**config.mk**
```make
export PLATFORM = sky130hd
export DESIGN_NAME = mc_ctrl
export DESIGN_NICKNAME = d
export VERILOG_FILES = /design/src/rtl/mc_ctrl.sv
export SDC_FILE = /design/constraint.sdc
export NUM_CORES = 1
export LEC_CHECK = 0
export BUFFER_PORTS_ARGS = -buffer_cell sky130_fd_sc_hd__buf_2
export CORE_ASPECT_RATIO = 0.6
export CORE_MARGIN = 1.5
export CORE_UTILIZATION = 49
export CTS_CLUSTER_DIAMETER = 30
export DETAILED_ROUTE_END_ITERATION = 10
export HOLD_SLACK_MARGIN = 0.1
export PLACE_DENSITY = 0.77
export SYNTH_ARGS = -nofsm -noshare
export SYNTH_HDL_FRONTEND = slang
export SYNTH_SLANG_ARGS = --single-unit
```
**constraint.sdc**
```tcl
create_clock -name clk -period 2.4 [get_ports clk]
set_input_delay 0.36 -clock clk [delete_from_list [all_inputs] [get_ports clk]]
set_output_delay 0.36 -clock clk [all_outputs]
set_load 0.005 [all_outputs]
```
**src/rtl/mc_ctrl.sv**
```systemverilog
// mc_ctrl: multi-cycle MIPS main controller.
// Moore outputs registered from the next-state decode; beq PC write follows Zero.
module mc_ctrl #(
  parameter logic [3:0] RESET_STATE = 4'd0
) (
  input  logic       clk,
  input  logic       rst,
  input  logic [5:0] op,
  input  logic [5:0] funct,
  input  logic       Zero,
  output logic       pc_wr,
  output logic [1:0] pc_src,
  output logic       ir_wr,
  output logic       rf_wr,
  output logic       reg_dst,
  output logic       wd_sel,
  output logic       alu_srca,
  output logic [1:0] alu_srcb,
  output logic       ext_op,
  output logic       dm_wr,
  output logic [3:0] ALUop,
  output logic [3:0] state
);

  typedef enum logic [3:0] {
    S_FETCH   = 4'd0,
    S_DECODE  = 4'd1,
    S_MEM_ADR = 4'd2,
    S_MEM_RD  = 4'd3,
    S_MEM_WB  = 4'd4,
    S_MEM_WR  = 4'd5,
    S_EXE_R   = 4'd6,
    S_ALU_WB  = 4'd7,
    S_EXE_I   = 4'd8,
    S_BRANCH  = 4'd9,
    S_JUMP    = 4'd10
  } state_t;

  typedef struct packed {
    logic       pc_wr;
    logic [1:0] pc_src;
    logic       ir_wr;
    logic       rf_wr;
    logic       reg_dst;
    logic       wd_sel;
    logic       alu_srca;
    logic [1:0] alu_srcb;
    logic       ext_op;
    logic       dm_wr;
    logic [3:0] alu;
  } ctl_t;

  localparam logic [5:0] OP_R     = 6'h00;
  localparam logic [5:0] OP_J     = 6'h02;
  localparam logic [5:0] OP_BEQ   = 6'h04;
  localparam logic [5:0] OP_ADDIU = 6'h09;
  localparam logic [5:0] OP_ORI   = 6'h0D;
  localparam logic [5:0] OP_LW    = 6'h23;
  localparam logic [5:0] OP_SW    = 6'h2B;

  localparam logic [5:0] F_ADDU = 6'h21;
  localparam logic [5:0] F_SUBU = 6'h23;
  localparam logic [5:0] F_AND  = 6'h24;
  localparam logic [5:0] F_OR   = 6'h25;
  localparam logic [5:0] F_XOR  = 6'h26;

  localparam logic [3:0] ALU_ADD = 4'd0;
  localparam logic [3:0] ALU_SUB = 4'd1;
  localparam logic [3:0] ALU_AND = 4'd2;
  localparam logic [3:0] ALU_OR  = 4'd3;
  localparam logic [3:0] ALU_XOR = 4'd4;

  localparam logic [1:0] PC_SEQ = 2'd0;
  localparam logic [1:0] PC_BR  = 2'd1;
  localparam logic [1:0] PC_JMP = 2'd2;

  localparam logic [1:0] SB_B    = 2'd0;
  localparam logic [1:0] SB_FOUR = 2'd1;
  localparam logic [1:0] SB_IMM  = 2'd2;
  localparam logic [1:0] SB_BOFS = 2'd3;

  state_t cur;
  state_t nxt;
  ctl_t   ctl_q;
  ctl_t   ctl_d;

  function automatic logic known_funct(input logic [5:0] f);
    return (f == F_ADDU) || (f == F_SUBU) || (f == F_AND) ||
           (f == F_OR) || (f == F_XOR);
  endfunction

  function automatic logic [3:0] r_alu(input logic [5:0] f);
    logic [3:0] a;
    a = ALU_ADD;
    unique case (1'b1)
      (f == F_SUBU): a = ALU_SUB;
      (f == F_AND):  a = ALU_AND;
      (f == F_OR):   a = ALU_OR;
      (f == F_XOR):  a = ALU_XOR;
      default:       a = ALU_ADD;
    endcase
    return a;
  endfunction

  function automatic state_t next_of(
    input state_t     s,
    input logic [5:0] o,
    input logic [5:0] f
  );
    state_t n;
    n = S_FETCH;
    case (s)
      S_FETCH: n = S_DECODE;
      S_DECODE: begin
        unique case (1'b1)
          (o == OP_LW) || (o == OP_SW):   n = S_MEM_ADR;
          (o == OP_R):                    n = S_EXE_R;
          (o == OP_ADDIU) || (o == OP_ORI): n = S_EXE_I;
          (o == OP_BEQ):                  n = S_BRANCH;
          (o == OP_J):                    n = S_JUMP;
          default:                        n = S_FETCH;
        endcase
      end
      S_MEM_ADR: n = (o == OP_LW) ? S_MEM_RD : S_MEM_WR;
      S_MEM_RD:  n = S_MEM_WB;
      S_EXE_R:   n = known_funct(f) ? S_ALU_WB : S_FETCH;
      S_EXE_I:   n = S_ALU_WB;
      default:   n = S_FETCH;
    endcase
    return n;
  endfunction

  // op/funct are held by IR from DECODE on, so decoding them on entry is safe
  function automatic ctl_t decode(
    input state_t     s,
    input logic [5:0] o,
    input logic [5:0] f
  );
    ctl_t c;
    c = '0;
    case (s)
      S_FETCH: begin
        c.ir_wr    = 1'b1;
        c.pc_wr    = 1'b1;
        c.pc_src   = PC_SEQ;
        c.alu_srcb = SB_FOUR;
      end
      S_DECODE: begin
        c.alu_srcb = SB_BOFS;
        c.ext_op   = 1'b1;
      end
      S_MEM_ADR: begin
        c.alu_srca = 1'b1;
        c.alu_srcb = SB_IMM;
        c.ext_op   = 1'b1;
      end
      S_MEM_WB: begin
        c.rf_wr  = 1'b1;
        c.wd_sel = 1'b1;
      end
      S_MEM_WR: c.dm_wr = 1'b1;
      S_EXE_R: begin
        c.alu_srca = 1'b1;
        c.alu_srcb = SB_B;
        c.alu      = r_alu(f);
      end
      S_EXE_I: begin
        c.alu_srca = 1'b1;
        c.alu_srcb = SB_IMM;
        c.ext_op   = (o == OP_ADDIU);
        c.alu      = (o == OP_ORI) ? ALU_OR : ALU_ADD;
      end
      S_ALU_WB: begin
        c.rf_wr   = 1'b1;
        c.reg_dst = (o == OP_R);
      end
      S_BRANCH: begin
        c.alu_srca = 1'b1;
        c.alu_srcb = SB_B;
        c.alu      = ALU_SUB;
        c.pc_src   = PC_BR;
      end
      S_JUMP: begin
        c.pc_wr  = 1'b1;
        c.pc_src = PC_JMP;
      end
      default: c = '0;
    endcase
    return c;
  endfunction

  always_comb begin
    nxt   = next_of(cur, op, funct);
    ctl_d = decode(nxt, op, funct);
  end

  always_ff @(posedge clk) begin
    if (rst) begin
      cur   <= state_t'(RESET_STATE);
      ctl_q <= decode(state_t'(RESET_STATE), op, funct);
    end else begin
      cur   <= nxt;
      ctl_q <= ctl_d;
    end
  end

  // write enables are squashed combinationally for the whole reset window
  assign pc_wr    = ~rst & (ctl_q.pc_wr | ((cur == S_BRANCH) & Zero));
  assign ir_wr    = ~rst & ctl_q.ir_wr;
  assign rf_wr    = ~rst & ctl_q.rf_wr;
  assign dm_wr    = ~rst & ctl_q.dm_wr;
  assign pc_src   = ctl_q.pc_src;
  assign reg_dst  = ctl_q.reg_dst;
  assign wd_sel   = ctl_q.wd_sel;
  assign alu_srca = ctl_q.alu_srca;
  assign alu_srcb = ctl_q.alu_srcb;
  assign ext_op   = ctl_q.ext_op;
  assign ALUop    = ctl_q.alu;
  assign state    = cur;

endmodule
```
==> metrics.md, run 1 <==
| Metric | Value |
|---|---|
| Dpl cells | 169 |
| CTS tree | built |
| Int Power | 431 uW |
| Minimum clock period | 2.10 ns |
| Die ar. | around 2500 um2 |
| Clock Latency Late Sink | 0.30 ns |
| Clk buf depth | 2 |
| Max Slew Vio Count | 0 |
| Number of synthesized register bits | 19 |
| Placed wire-length estimate | 1890 um |
| Vias per cell | 5.76 |
| Setup bufs post-CTS | 0 |
| Layout Nets | roughly 160 |
| IO Port Bufs | 33 |
| Initial antenna violation count | 0 |
| Setup TNS | 0 ns |
| Worst rel slew slack | approximately two thirds |
| Sw Share | 27.3% |
| Clock Pin Slew Worst Setup and Hold Paths | roughly 0.10 ns |
| GR Layer Usage met2 | roughly 37% |
| Final cell count without fillers | 173 |
| M1 GR Usage | between 30% and 40% |
| Die height | ~39 um |
| Row count | 12 |
| Flop pwr share | 56.2% |
| # setup viols final | 0 |
| Total gr overflow | 0 |
| EDFF count, synth | 0 |
| Critical Path Start Type | register |
| RSZ-0062 raised after global routing | no |
| Avg Cell Area, Syn | 8.82 um2 |
| Worst Skew | 0.00218 ns |
| WS Path Type | register to register |
| Syn Inst Count | roughly 120 |
| Synth cell types | 48 |
| Global route hottest layer | met2 |
| GR Util met3 | 6.12% |
| CTS Hold Buffers Added | 0 |
| Synth Flop Type | dfxtp_1 |
| WL final | 2510 um |
| IO Count | 35 |
| Synth area leaders | dfxtp_1 36%, buf_4 5.6%, nor4b_4 4.5%, nor2_1 3.9%, nand2_1 2.8% |
| Avg WL per Cell | 14.5 um |
| Routability cong. | 0.887 |
| Max-Cap Viols | 0 |
| Top cell type's share of synthesized area | between 30% and 40% |
| Post-Syn Nets | around 140 |
| Antenna diode count | 0 |
| Core area | 1950 um2 |
| Vias in the first global route | 850 |
| Arrival @ worst endpoint | 2.30 ns |
| Filler instances | 190 |
| Initial DRC Count | 66 |
| Seq/Total Area, Yosys | a little over a third |
| Fmax | approximately 480 MHz |
| CTS-repair resized insts | 0 |
| Total track usage | a little under a quarter |
| Peak VDD IR | 0.249 mV |
| Maximum number of pins on one net before global-route repair | 18 |
| Async set or reset register ratio after synthesis | 0% |
| P per Cell Area | 491 nW/um2 |
| Share of cells above drive strength 1 | 33.1% |
| Fin crit share | 87.5% |
| Synth Cell Area | around 1100 um2 |
| Fin area | 1200 um2 |
| CP required | 2.60 ns |
| TritonCTS Buffers | 3 |
| Slew @ Worst Pin | 0.486 ns |
| Status | complete, no violations |
| Yosys Warn Count | 0 |
| Critical Path Fanout Max | 10 |
| Clk root buf | clkbuf_4 |
| Area of placed instances | around 1200 um2 |
| Drt pass-1 iters | 4 |
| Total number of vias | 997 |
| Clk pwr share | 27.2% |
| Global-route wire length before repair | 4110 um |
| Leak | 0.506 nW |
| Initial Utilization | 54.7% |
| Area grow syn2layout | 12.9% |
| Drt drc | 0 |
| Sw Pwr | 161 uW |
| Min-delay worst type | input port to register |
| Final antenna-violating net count | 0 |
| Fin. Hold Viols | 0 |
| Die width | about 63 um |
| Logic pwr share | 16.6% |
| Worst setup EP type | register |
| Cell taking the most area after synthesis | dfxtp_1 |
| Count leader, synth | dfxtp_1 |
| Synth cell count leaders | 19 x dfxtp_1, 11 x nor2_1, 8 x buf_4, 8 x nand2_1 |
| CTS sink count | 19 |
| # H-tree levels | 1 |
-- routing by layer --
layer	wire length, um	share of wire [%]
met5	0	0
met4	29	1.2
met3	216	8.6
met2	1070	43
met1	1190	47
-- cell usage in the layout (no fill, tap or decap), types with 2 or more instances in the layout --
master,n
dfxtp_1,19
a21o_1,2
buf_2,33
nor4_1,3
nor2b_1,4
nor2_1,11
a41oi_1,2
nand3b_1,2
a21oi_1,5
nor4b_4,2
clkbuf_4,3
or2_1,3
or2_2,2
nand4_1,3
nor3b_1,2
nand2_1,8
and2_1,3
nor3_1,3
nand3_1,5
or3_1,3
-- critical path: stages (launching register included) --
cell and delay [ns]:
dfxtp_1 0.52, nor4b_4 0.38, a41oi_1 0.26, and2_1 0.33
and4_1 0.24, a211o_1 0.27
-- flip-flops by register name (all words and copies together) (netlist names) --
name	cells
ALUop	3
alu_srca	1
alu_srcb	2
ctl_q	4
ext_op	1
pc_src	2
reg_dst	1
state	4
wd_sel	1
-- logic make-up after synthesis --
family                    Yosys count  share of synthesized area [%]
other                               1                          0.351
xor gates and xnor gates            1                          0.821
buffers and inverters              15                           9.14
and+or+nand+nor                    64                           38.7
AOI/OAI and AO/OA                  21                           15.4
DFF                                19                           35.6
-- worst paths after layout --
| kind | start | to | slack, ns | cells after the start |
|---|---|---|---|---|
| setup / recovery | state[0] | ctl_q[15] | 0.30 | 5 |
| hold / removal | op[0] | pc_src[0] | 0.34 | 2 |
| setup reg to reg | state[0] | ctl_q[15] | 0.30 | 5 |
| hold reg to reg | state[2] | ext_op | 0.84 | 2 |
-- per-stage QoR --
step | setup WS (ns) | hold slack [ns] | util, % | power, mW
6_report | 0.299 | 0.337 | 61.7 | 0.592
5_1_grt | 0.195 | 0.323 | 61.7 | 0.622
4_1_cts | 0.348 | 0.329 | 61.7 | 0.595
3_5_place_dp | 0.310 | 0.657 | 60.3 | 0.436
3_3_place_gp | 0.345 | 0.645 | 60.3 | 0.434
2_1_floorplan | 0.592 | 0.507 | - | 0.406
-- power groups by stage --
stage	registers, mW	logic [mW]	clock network [mW]
2_1_floorplan	0.339	0.0676	0
3_3_place_gp	0.339	0.0952	0
3_5_place_dp	0.340	0.0959	0
4_1_cts	0.333	0.0966	0.166
5_1_grt	0.334	0.108	0.180
6_report	0.333	0.0980	0.161
-- area by class of cell --
| class | count | area [um2] | share of cell area (%) |
|---|---|---|---|
| clock inverters | 1 | 5.00 | 0.415 |
| repair buffers | 33 | 165 | 13.7 |
| clock buffers | 3 | 22.5 | 1.87 |
| well taps | 28 | 35.0 | 2.91 |
| flip-flops and latches | 19 | 380 | 31.6 |
| multi-input cells | 87 | 589 | 48.9 |
| inverters | 2 | 7.51 | 0.623 |
Note: power is estimated with default switching activity, not from simulation.
==> run 2, diff against run 1 <==
- BUFFER_PORTS_ARGS: -buffer_cell sky130_fd_sc_hd__buf_2 -> default
- CORE_ASPECT_RATIO: 0.6 -> default
- CORE_UTILIZATION: 49 -> 60
- DONT_BUFFER_PORTS: default -> 1
- PLACE_DENSITY: 0.77 -> 0.75
==> metrics.md, run 2 (synthesis gave the netlist of run 1 again) <==
| Metric | Value |
|---|---|
| Vias per cell | 6.66 (was 5.76) |
| P per Cell Area | 541 nW/um2 (was 491 nW/um2) |
| Total number of vias | 873 (was 997) |
| Arrival @ worst endpoint | 2.26 ns (was 2.30 ns) |
| CTS tree | built (unchanged) |
| Area grow syn2layout | -1.99% (was 12.9%) |
| Max Slew Vio Count | 0 (unchanged) |
| Worst Skew | 0.00915 ns (was 0.00218 ns) |
| Layout Nets | 130 (was 161) |
| Min-delay worst type | input port to register (unchanged) |
| Die width | 45.2 um (was 63.3 um) |
| Drt pass-1 iters | 4 (unchanged) |
| IO Count | 35 (unchanged) |
| Filler instances | 152 (was 190) |
| CTS sink count | 19 (unchanged) |
| Peak VDD IR | 0.418 mV (was 0.249 mV) |
| Maximum number of pins on one net before global-route repair | 16 (was 18) |
| Fmax | 488 MHz (was 476 MHz) |
| Leak | 0.362 nW (was 0.506 nW) |
| M1 WL | 922 um (was 1190 um) |
| TritonCTS Buffers | 3 (unchanged) |
| Most common cell after layout, fill and taps aside | dfxtp_1 (was buf_2) |
| Global-route wire length before repair | 3420 um (was 4110 um) |
| Drt drc | 0 (unchanged) |
| Fin. Hold Viols | 0 (unchanged) |
| Vias in the first global route | 731 (was 850) |
| Worst setup EP type | register (unchanged) |
| Clock Pin Slew Worst Setup and Hold Paths | 0.11 ns (was 0.10 ns) |
| DR WL met2 | 950 um (was 1070 um) |
| Core area | 1690 um2 (was 1950 um2) |
| Area of placed instances | 998 um2 (was 1180 um2) |
| Placed wire-length estimate | 1580 um (was 1890 um) |
| Fin crit share | 85.3% (was 87.5%) |
| Initial antenna violation count | 0 (unchanged) |
| Share of cells above drive strength 1 | 13.2% (was 33.1%) |
| CP required | 2.61 ns (was 2.60 ns) |
| Die ar. | 2040 um2 (was 2480 um2) |
| # H-tree levels | 1 (unchanged) |
| Critical Path Start Type | register (unchanged) |
| WS Path Type | register to register (unchanged) |
| Total track usage | 23.9% (was 22.6%) |
| Avg WL per Cell | 16.4 um (was 14.5 um) |
| WL final | 2150 um (was 2510 um) |
| Routability cong. | 0.928 (was 0.887) |
| Critical Path Fanout Max | 10 (unchanged) |
| Clk root buf | clkbuf_4 (unchanged) |
| Initial DRC Count | 27 (was 66) |
| Row count | 15 (was 12) |
| Antenna diode count | 0 (unchanged) |
| Final antenna-violating net count | 0 (unchanged) |
| Top layer in use | met4 (unchanged) |
| Initial Utilization | 63.2% (was 54.7%) |
| # setup viols final | 0 (unchanged) |
| Status | complete, no violations (unchanged) |
| Max-Cap Viols | 0 (unchanged) |
| Die height | 45.2 um (was 39.2 um) |
| Clock Latency Late Sink | 0.31 ns (was 0.30 ns) |
| CTS-repair resized insts | 0 (unchanged) |
| Minimum clock period | 2.05 ns (was 2.10 ns) |
| Setup TNS | 0 ns (unchanged) |
| Met3 WL | 227 um (was 216 um) |
| Most frequent cells in the layout | 19 x dfxtp_1, 11 x nor2_1, 8 x nand2_1, 5 x a21oi_1, 5 x nand3_1 (was 33 x buf_2, 19 x dfxtp_1, 11 x nor2_1, 8 x nand2_1) |
| IO Port Bufs | 0 (was 33) |
| Total gr overflow | 0 (unchanged) |
| Clk buf depth | 2 (unchanged) |
| Fin area | 1050 um2 (was 1200 um2) |
| RSZ-0062 raised after global routing | no (unchanged) |
[run 2: changes by cell type in the layout (fill, tap and decap cells not counted), sizes merged]
cell         before  now
buf              33    0
dlygate4sd3       0    2
[run 2: what timing repair did]
action	4_1_cts	5_1_grt
hold buffers	1	1
hold endpoints to repair	3	2
setup buffers	0	0
[run 2: cell type report]
type	count	area [um2]	area share, %
clock buffers	3	22.5	2.15
clock inverters	1	5.00	0.478
inverters	2	7.51	0.718
multi-input cells	87	589	56.3
flip-flops and latches	19	380	36.4
well taps	17	21.3	2.03
repair buffers	2	20.0	1.91
[run 2: worst paths after layout]
kind / from / to / slack [ns] / cells past startpoint
max: state[0] / ctl_q[15] / 0.35 / 5
max reg2reg: state[0] / ctl_q[15] / 0.35 / 5
min reg2reg: state[0] / pc_src[0] / 0.83 / 3
min: op[0] / pc_src[0] / 0.11 / 1
[run 2: per-layer routing]
layer | vias to the layer above | GRT usage (%)
met1 | 401 | 32.8
met2 | 46 | 32.3
met5 | - | 0
met4 | 0 | 13.5
li1 | 421 | -
met3 | 5 | 8.00
[run 2: report_power, final]
part	internal (mW)	switching, mW	leakage [nW]
registers	0.325	0.00825	0.155
logic	0.0316	0.0355	0.190
clock network	0.0623	0.103	0.0177
[run 2: stage by stage]
stage | hold WS (ns) | instances | power (mW) | setup WS [ns] | util (%)
finish | 0.113 | 131 | 0.566 | 0.353 | 61.9
global route | 0.100 | 131 | 0.592 | 0.210 | 61.9
CTS | 0.106 | 130 | 0.568 | 0.373 | 61.3
detailed placement | 0.436 | 125 | 0.403 | 0.392 | 59.1
global placement | 0.436 | 125 | 0.404 | 0.353 | 59.1
floorplan | 0.507 | 121 | 0.406 | 0.592 | -
[run 2: worst max-delay path: stages (launching register included)]
cell     delay [ns]
dfxtp_1        0.52
nor4b_4        0.37
a41oi_1        0.25
and2_1         0.32
and4_1         0.22
a211o_1        0.27
